### src/rtl/lb_scheduler.sv
// Credit-tracking dispatch stage: buffers request meta, tracks per-region outstanding
// requests and sends each request to the least-loaded eligible region (affinity, then round-robin).
module lb_scheduler #(
    parameter int N_REGIONS         = 4,
    parameter int HTTP_META_WIDTH   = 98,
    parameter int OPERATOR_ID_WIDTH = 16,
    parameter int QDEPTH            = 16,
    parameter int MAX_OUTSTANDING   = 15,
    parameter int AFFINITY          = 1,
    localparam int CW = $clog2(MAX_OUTSTANDING + 1),
    localparam int RW = $clog2(N_REGIONS),
    localparam int AW = $clog2(QDEPTH)
) (
    input  logic                                   aclk,
    input  logic                                   areset,
    input  logic                                   meta_in_tvalid,
    output logic                                   meta_in_tready,
    input  logic [HTTP_META_WIDTH-1:0]             meta_in_tdata,
    output logic                                   meta_out_tvalid,
    input  logic                                   meta_out_tready,
    output logic [HTTP_META_WIDTH-1:0]             meta_out_tdata,
    output logic [RW-1:0]                          meta_out_tdest,
    input  logic [N_REGIONS-1:0]                   region_en,
    input  logic [N_REGIONS*OPERATOR_ID_WIDTH-1:0] region_oid,
    input  logic [N_REGIONS-1:0]                   region_done,
    output logic [N_REGIONS*CW-1:0]                region_load,
    output logic [RW-1:0]                          lb_ctrl,
    output logic                                   err_underflow
);

    typedef enum logic [1:0] {IDLE = 2'd0, SELECT = 2'd1, SEND = 2'd2} state_t;

    state_t                       state_q, state_d;
    logic [HTTP_META_WIDTH-1:0]   fifo_mem [QDEPTH];
    logic [AW:0]                  wr_ptr_q, wr_ptr_d, rd_ptr_q, rd_ptr_d;
    logic                         fifo_empty, fifo_full, push, pop, dispatch;
    logic [HTTP_META_WIDTH-1:0]   hold_q, hold_d;
    logic [RW-1:0]                tdest_q, tdest_d, rr_q, rr_d, lb_q, lb_d;
    logic [CW-1:0]                load_q [N_REGIONS];
    logic [CW-1:0]                load_d [N_REGIONS];
    logic                         err_q, err_d;
    logic [N_REGIONS-1:0]         elig, cand, aff_match, pick_mask, load_inc, load_dec;
    logic [CW-1:0]                min_load;
    logic [RW-1:0]                pick, scan_idx;
    logic                         any_elig, pick_found;

    // Pointers carry an extra wrap bit so full and empty are distinguishable.
    assign fifo_empty     = (wr_ptr_q == rd_ptr_q);
    assign fifo_full      = (wr_ptr_q[AW] != rd_ptr_q[AW]) && (wr_ptr_q[AW-1:0] == rd_ptr_q[AW-1:0]);
    assign meta_in_tready = !fifo_full && !areset;
    assign push           = meta_in_tvalid && meta_in_tready;

    always_ff @(posedge aclk) begin
        if (push) begin
            fifo_mem[wr_ptr_q[AW-1:0]] <= meta_in_tdata;
        end
    end

    always_ff @(posedge aclk or posedge areset) begin
        if (areset) begin
            state_q <= IDLE;
        end else begin
            state_q <= state_d;
        end
    end

    always_comb begin
        state_d = state_q;
        case (state_q)
            IDLE:    if (!fifo_empty) state_d = SELECT;
            SELECT:  if (any_elig) state_d = SEND;
            SEND:    if (meta_out_tready) state_d = fifo_empty ? IDLE : SELECT;
            default: state_d = IDLE;
        endcase
    end

    always_comb begin
        meta_out_tvalid = (state_q == SEND);
        dispatch        = (state_q == SEND) && meta_out_tready;
        pop             = !fifo_empty && ((state_q == IDLE) || dispatch);
    end

    // Region choice: minimum load, then operator affinity, then first index from rr_q.
    always_comb begin
        min_load  = CW'(MAX_OUTSTANDING);
        any_elig  = 1'b0;
        elig      = '0;
        cand      = '0;
        aff_match = '0;
        for (int r = 0; r < N_REGIONS; r++) begin
            elig[r] = region_en[r] && (load_q[r] < CW'(MAX_OUTSTANDING));
            if (elig[r]) begin
                any_elig = 1'b1;
                if (load_q[r] < min_load) min_load = load_q[r];
            end
        end
        for (int r = 0; r < N_REGIONS; r++) begin
            cand[r]      = elig[r] && (load_q[r] == min_load);
            aff_match[r] = cand[r] &&
                           (region_oid[r*OPERATOR_ID_WIDTH +: OPERATOR_ID_WIDTH] == hold_q[OPERATOR_ID_WIDTH-1:0]);
        end
        pick_mask  = ((AFFINITY != 0) && (|aff_match)) ? aff_match : cand;
        pick       = rr_q;
        pick_found = 1'b0;
        scan_idx   = rr_q;
        for (int k = 0; k < N_REGIONS; k++) begin
            scan_idx = rr_q + RW'(k);
            if (!pick_found && pick_mask[scan_idx]) begin
                pick       = scan_idx;
                pick_found = 1'b1;
            end
        end
    end

    always_comb begin
        wr_ptr_d = wr_ptr_q + (AW+1)'(push);
        rd_ptr_d = rd_ptr_q + (AW+1)'(pop);
        hold_d   = pop ? fifo_mem[rd_ptr_q[AW-1:0]] : hold_q;
        tdest_d  = ((state_q == SELECT) && any_elig) ? pick : tdest_q;
        rr_d     = rr_q;
        lb_d     = lb_q;
        if (dispatch) begin
            lb_d = tdest_q;
            rr_d = tdest_q + RW'(1);
        end
        err_d    = err_q;
        load_inc = '0;
        load_dec = '0;
        for (int r = 0; r < N_REGIONS; r++) begin
            load_inc[r] = dispatch && (tdest_q == RW'(r));
            load_dec[r] = region_done[r];
            load_d[r]   = load_q[r];
            if (load_inc[r] && !load_dec[r]) begin
                if (load_q[r] != CW'(MAX_OUTSTANDING)) load_d[r] = load_q[r] + CW'(1);
            end else if (load_dec[r] && !load_inc[r]) begin
                if (load_q[r] == '0) err_d = 1'b1;
                else load_d[r] = load_q[r] - CW'(1);
            end
        end
    end

    always_ff @(posedge aclk or posedge areset) begin
        if (areset) begin
            wr_ptr_q <= '0;
            rd_ptr_q <= '0;
            hold_q   <= '0;
            tdest_q  <= '0;
            rr_q     <= '0;
            lb_q     <= '0;
            err_q    <= 1'b0;
            for (int r = 0; r < N_REGIONS; r++) load_q[r] <= '0;
        end else begin
            wr_ptr_q <= wr_ptr_d;
            rd_ptr_q <= rd_ptr_d;
            hold_q   <= hold_d;
            tdest_q  <= tdest_d;
            rr_q     <= rr_d;
            lb_q     <= lb_d;
            err_q    <= err_d;
            for (int r = 0; r < N_REGIONS; r++) load_q[r] <= load_d[r];
        end
    end

    assign meta_out_tdata = hold_q;
    assign meta_out_tdest = tdest_q;
    assign lb_ctrl        = lb_q;
    assign err_underflow  = err_q;

    for (genvar g = 0; g < N_REGIONS; g++) begin : g_load
        assign region_load[g*CW +: CW] = load_q[g];
    end

endmodule

### config.mk
export PLATFORM = sky130hd
export DESIGN_NAME = lb_scheduler
export DESIGN_NICKNAME = d
export VERILOG_FILES = /design/src/rtl/lb_scheduler.sv
export SDC_FILE = /design/constraint.sdc
export NUM_CORES = 2
export LEC_CHECK = 0
export BUFFER_PORTS_ARGS = -buffer_cell sky130_fd_sc_hd__buf_2
export CAP_MARGIN = 40
export CORE_ASPECT_RATIO = 0.6
export CORE_MARGIN = 5
export CORE_UTILIZATION = 35
export DETAILED_ROUTE_END_ITERATION = 7
export PLACE_DENSITY = 0.52
export SETUP_SLACK_MARGIN = 0.4
export SLEW_MARGIN = 10
export SYNTH_ARGS = -nofsm -noshare
export SYNTH_HDL_FRONTEND = slang
export SYNTH_SLANG_ARGS = --single-unit
### constraint.sdc
create_clock -name aclk -period 19.5 [get_ports aclk]
set_clock_uncertainty 0.2 [all_clocks]
set_input_delay 1.95 -clock aclk [delete_from_list [all_inputs] [get_ports aclk]]
set_output_delay 1.95 -clock aclk [all_outputs]
set_load 0.01 [all_outputs]
==> out/metrics.cfg <==
[placed_design]
postPlaceCellArea_um2=71700
port_buffers=294
gp_congestion=0.755
placedCellCount=5601
dpl.hpwl_mm=95.2

[power]
p_per_area_nw_per_um2=145
ir_drop_mv=0.114
p_leak_uw=0.0250

[synthesis]
synth.ff_latch_count=1701
synth_top_area_share_pct=71.1
yosys_warnings=0
async_flop_share_pct=7.82
yosysTopAreaCell=edfxtp_1
syn_area_um2=66200
synth-seq-area-share_pct=76.2
synth_edf_count=1568
syn_inst=2854
yosysUniqueCellTypes=65
synthTopCellsByArea=edfxtp_1 71%, mux4_2 17%, dfrtp_1 5.0%
syn-num-nets=3066
syn_avg_cell_area_um2=23.2
synth_ff_type=edfxtp_1

[floorplan]
pin_count=295
rows=123
die_h_um=347
die-area_um2=198000
coreArea_um2=188000
die_x_um=571
start_util_pct=35.3

[timing]
min_period_ns=7.61
relSlewSlack_pct=42.0
setup_viol_count_final=0
slew_viol_final=0
min_period_over_period_pct=39.0
tightest_slew_ns=0.871
fmax_mhz=131
finalSetupTns_ns=0
rsz0062_at_grt=false
hold_viol=0

[finish]
syn_to_final_growth_pct=16.7
final_cell_area_um2=77200
drive_gt1_share_pct=37.0
nNetsFinal=3488
utilization_pct=41.1
instances_no_fill=5914
fill_cells=16300

[global_routing]
overflow=0
antenna_found_initial=39
first_global_vias=32000
grt_max_degree=77
grtUsageTotal_pct=16.7
grt_first_pass_wirelength_mm=241

[cts]
ctsHoldBuffers=0
cts_htree_levels=4
cts-resized-gates=0
cts_inserted_buffers=172
clk_latency_ns=0.81
cts-root-buf=clkbuf_16
clk_pin_slew_ns=0.06
clock-sinks=1701
cts_setup_buffers=0
cts_tree=yes
clk_path_buf_depth=4

[routing]
maxUsedRoutingLayer=met5
dr.pass1.iters=8
ant_nets=0
drt-total-wl_mm=167
wl_met3_mm=9.57
wl_met1_mm=79.4
wire_per_inst_um=28.2
viasPerCell=5.22
drt-initial-drc-count=3032
wl_met2_mm=74.9
vias=30900
route.detailed.drc=0

[run_status]
status=finished, final reports clean

[worst_setup_path]
worstSetupEndpointType=flop
critPathRequiredTime_ns=20.00
crit_fanout=7
critPathKind=in2reg
start_kind=input pin
critPathArrivalTime_ns=8.11

[worst_hold_path]
hold_path.class=reg2reg

[job]
max_cap_violations=0

==> power by group <==
group | leakage (uW) | total [uW] | internal (uW) | switching [uW]
Clock | 0.00265 | 3260 | 1880 | 1380
Combinational | 0.00672 | 3360 | 1680 | 1680
Sequential | 0.0157 | 4590 | 4320 | 272
==> cells in the final DEF, fill, tap and decap left out, types with 6 or more instances in the layout <==
cell type and count:
bufinv_16 18, clkinv_1 27, nor2_1 24, nor2_4 12, clkinv_2 24, diode_2 9, clkbuf_1 41, clkinvlp_4 6
nor4_1 13, edfxtp_1 1568, buf_2 294, a21o_1 6, ha_1 34, mux4_2 490, clkbuf_16 172, inv_1 33
nand4_1 13, nand2b_1 9, buf_4 64, mux2_2 103, xor2_1 62, buf_16 26, nand3_1 12, xnor2_1 43
nand2_1 26, a21oi_1 22, buf_12 8, dfrtp_1 129, o21ai_0 14, nor3_1 8
==> worst max-delay path, stage by stage <==
cell and delay (ns):
buf_2 0.16, nand2b_1 0.10, ha_1 0.29, nand2b_1 0.16, nand4b_4 0.17, a21o_1 0.19, a22oi_1 0.40, inv_1 0.09
ha_1 0.30, o21ai_0 0.09, a21oi_1 0.27, nor2_1 0.12, a31oi_2 0.26, mux2_2 0.41, ha_1 0.27, o21a_1 0.18
o21ai_0 0.25, nand2_1 0.19, o311ai_0 0.14, nand3_1 0.20, and3_1 0.24, nor3_1 0.23, or4b_1 0.51, a31oi_1 0.25
nor3_1 0.10, a221o_1 0.32, o32ai_1 0.26
==> logic make-up (layout without fill, tap and decap cells) <==
family,count (synthesis),count (layout),synth area share (%)
other cells,0,9,0
simple gates,152,152,1.27
buf+inv,178,729,1.02
xor+xnor,105,105,1.39
fa+ha+maj,38,38,0.764
compound gates,80,80,0.841
mux,600,600,18.5
flops,1701,1701,76.2
==> cells in the mapped netlist (3+ instances only) <==
cell / number
a211oi_1: 3
a21o_1: 6
a21oi_1: 22
a22oi_1: 3
a31oi_1: 3
and2_1: 4
buf_1: 43
clkbuf_1: 98
dfrtp_1: 133
edfxtp_1: 1568
fa_1: 4
ha_1: 34
inv_1: 34
mux2_2: 103
mux2i_1: 5
mux4_2: 490
nand2_1: 26
nand2b_1: 9
nand3_1: 12
nand4_1: 13
nor2_1: 36
nor2b_1: 5
nor3_1: 12
nor4_1: 14
o211ai_1: 5
o21ai_0: 14
or4_1: 4
xnor2_1: 43
xor2_1: 62
==> state kept, by name, summed over array words and instances, names as in the netlist, 2 cells and up <==
register and count:
rr_q 2, region_load 16, fifo_mem 1568, state_q 2, lb_ctrl 2, meta_out_tdata 98
rd_ptr_q 5, meta_out_tdest 2, wr_ptr_q 5
==> final timing paths <==
check | slack, ns | from | cells past startpoint | endpoint
hold / removal | 0.29 | wr_ptr_q[4] | 1 | wr_ptr_q[4]
max in group asynchronous | 16.87 | areset | 3 | meta_out_tdata[58]
hold reg to reg | 0.29 | wr_ptr_q[4] | 1 | wr_ptr_q[4]
min in group asynchronous | 1.04 | areset | 2 | meta_out_tdata[16]
setup reg to reg | 12.61 | region_load[3] | 26 | meta_out_tdest[0]
setup / recovery | 11.89 | region_en[0] | 27 | meta_out_tdest[0]
==> routing by layer <==
layer | global-route usage [%] | vias up
li1 | - | 12900
met1 | 25.7 | 16900
met2 | 25.3 | 875
met3 | 2.93 | 223
met4 | 2.82 | 10
met5 | 0 | -
==> stage by stage <==
| stage | setup slack, ns | hold WS (ns) | power, uW |
|---|---|---|---|
| global placement | 11.27 | 0.283 | 8020 |
| finish | 11.89 | 0.294 | 11200 |
| CTS | 12.03 | 0.298 | 11400 |
| floorplan | 9.31 | 0.266 | 6910 |
| detailed placement | 11.16 | 0.282 | 8120 |
| global route | 11.51 | 0.319 | 11800 |
==> final cells by class <==
type                    count  area (um2)  share of cell area [%]
well taps                2500        3130                    4.05
flip-flops and latches   1701       50400                    65.3
repair buffers            392        2830                    3.66
clock buffers             218        4530                    5.86
diodes                      9        22.5                  0.0292
clock inverters            85         922                    1.19
inverters                  34         135                   0.175
multi-input cells         975       15200                    19.7
Power figures use the tool's default switching activity.
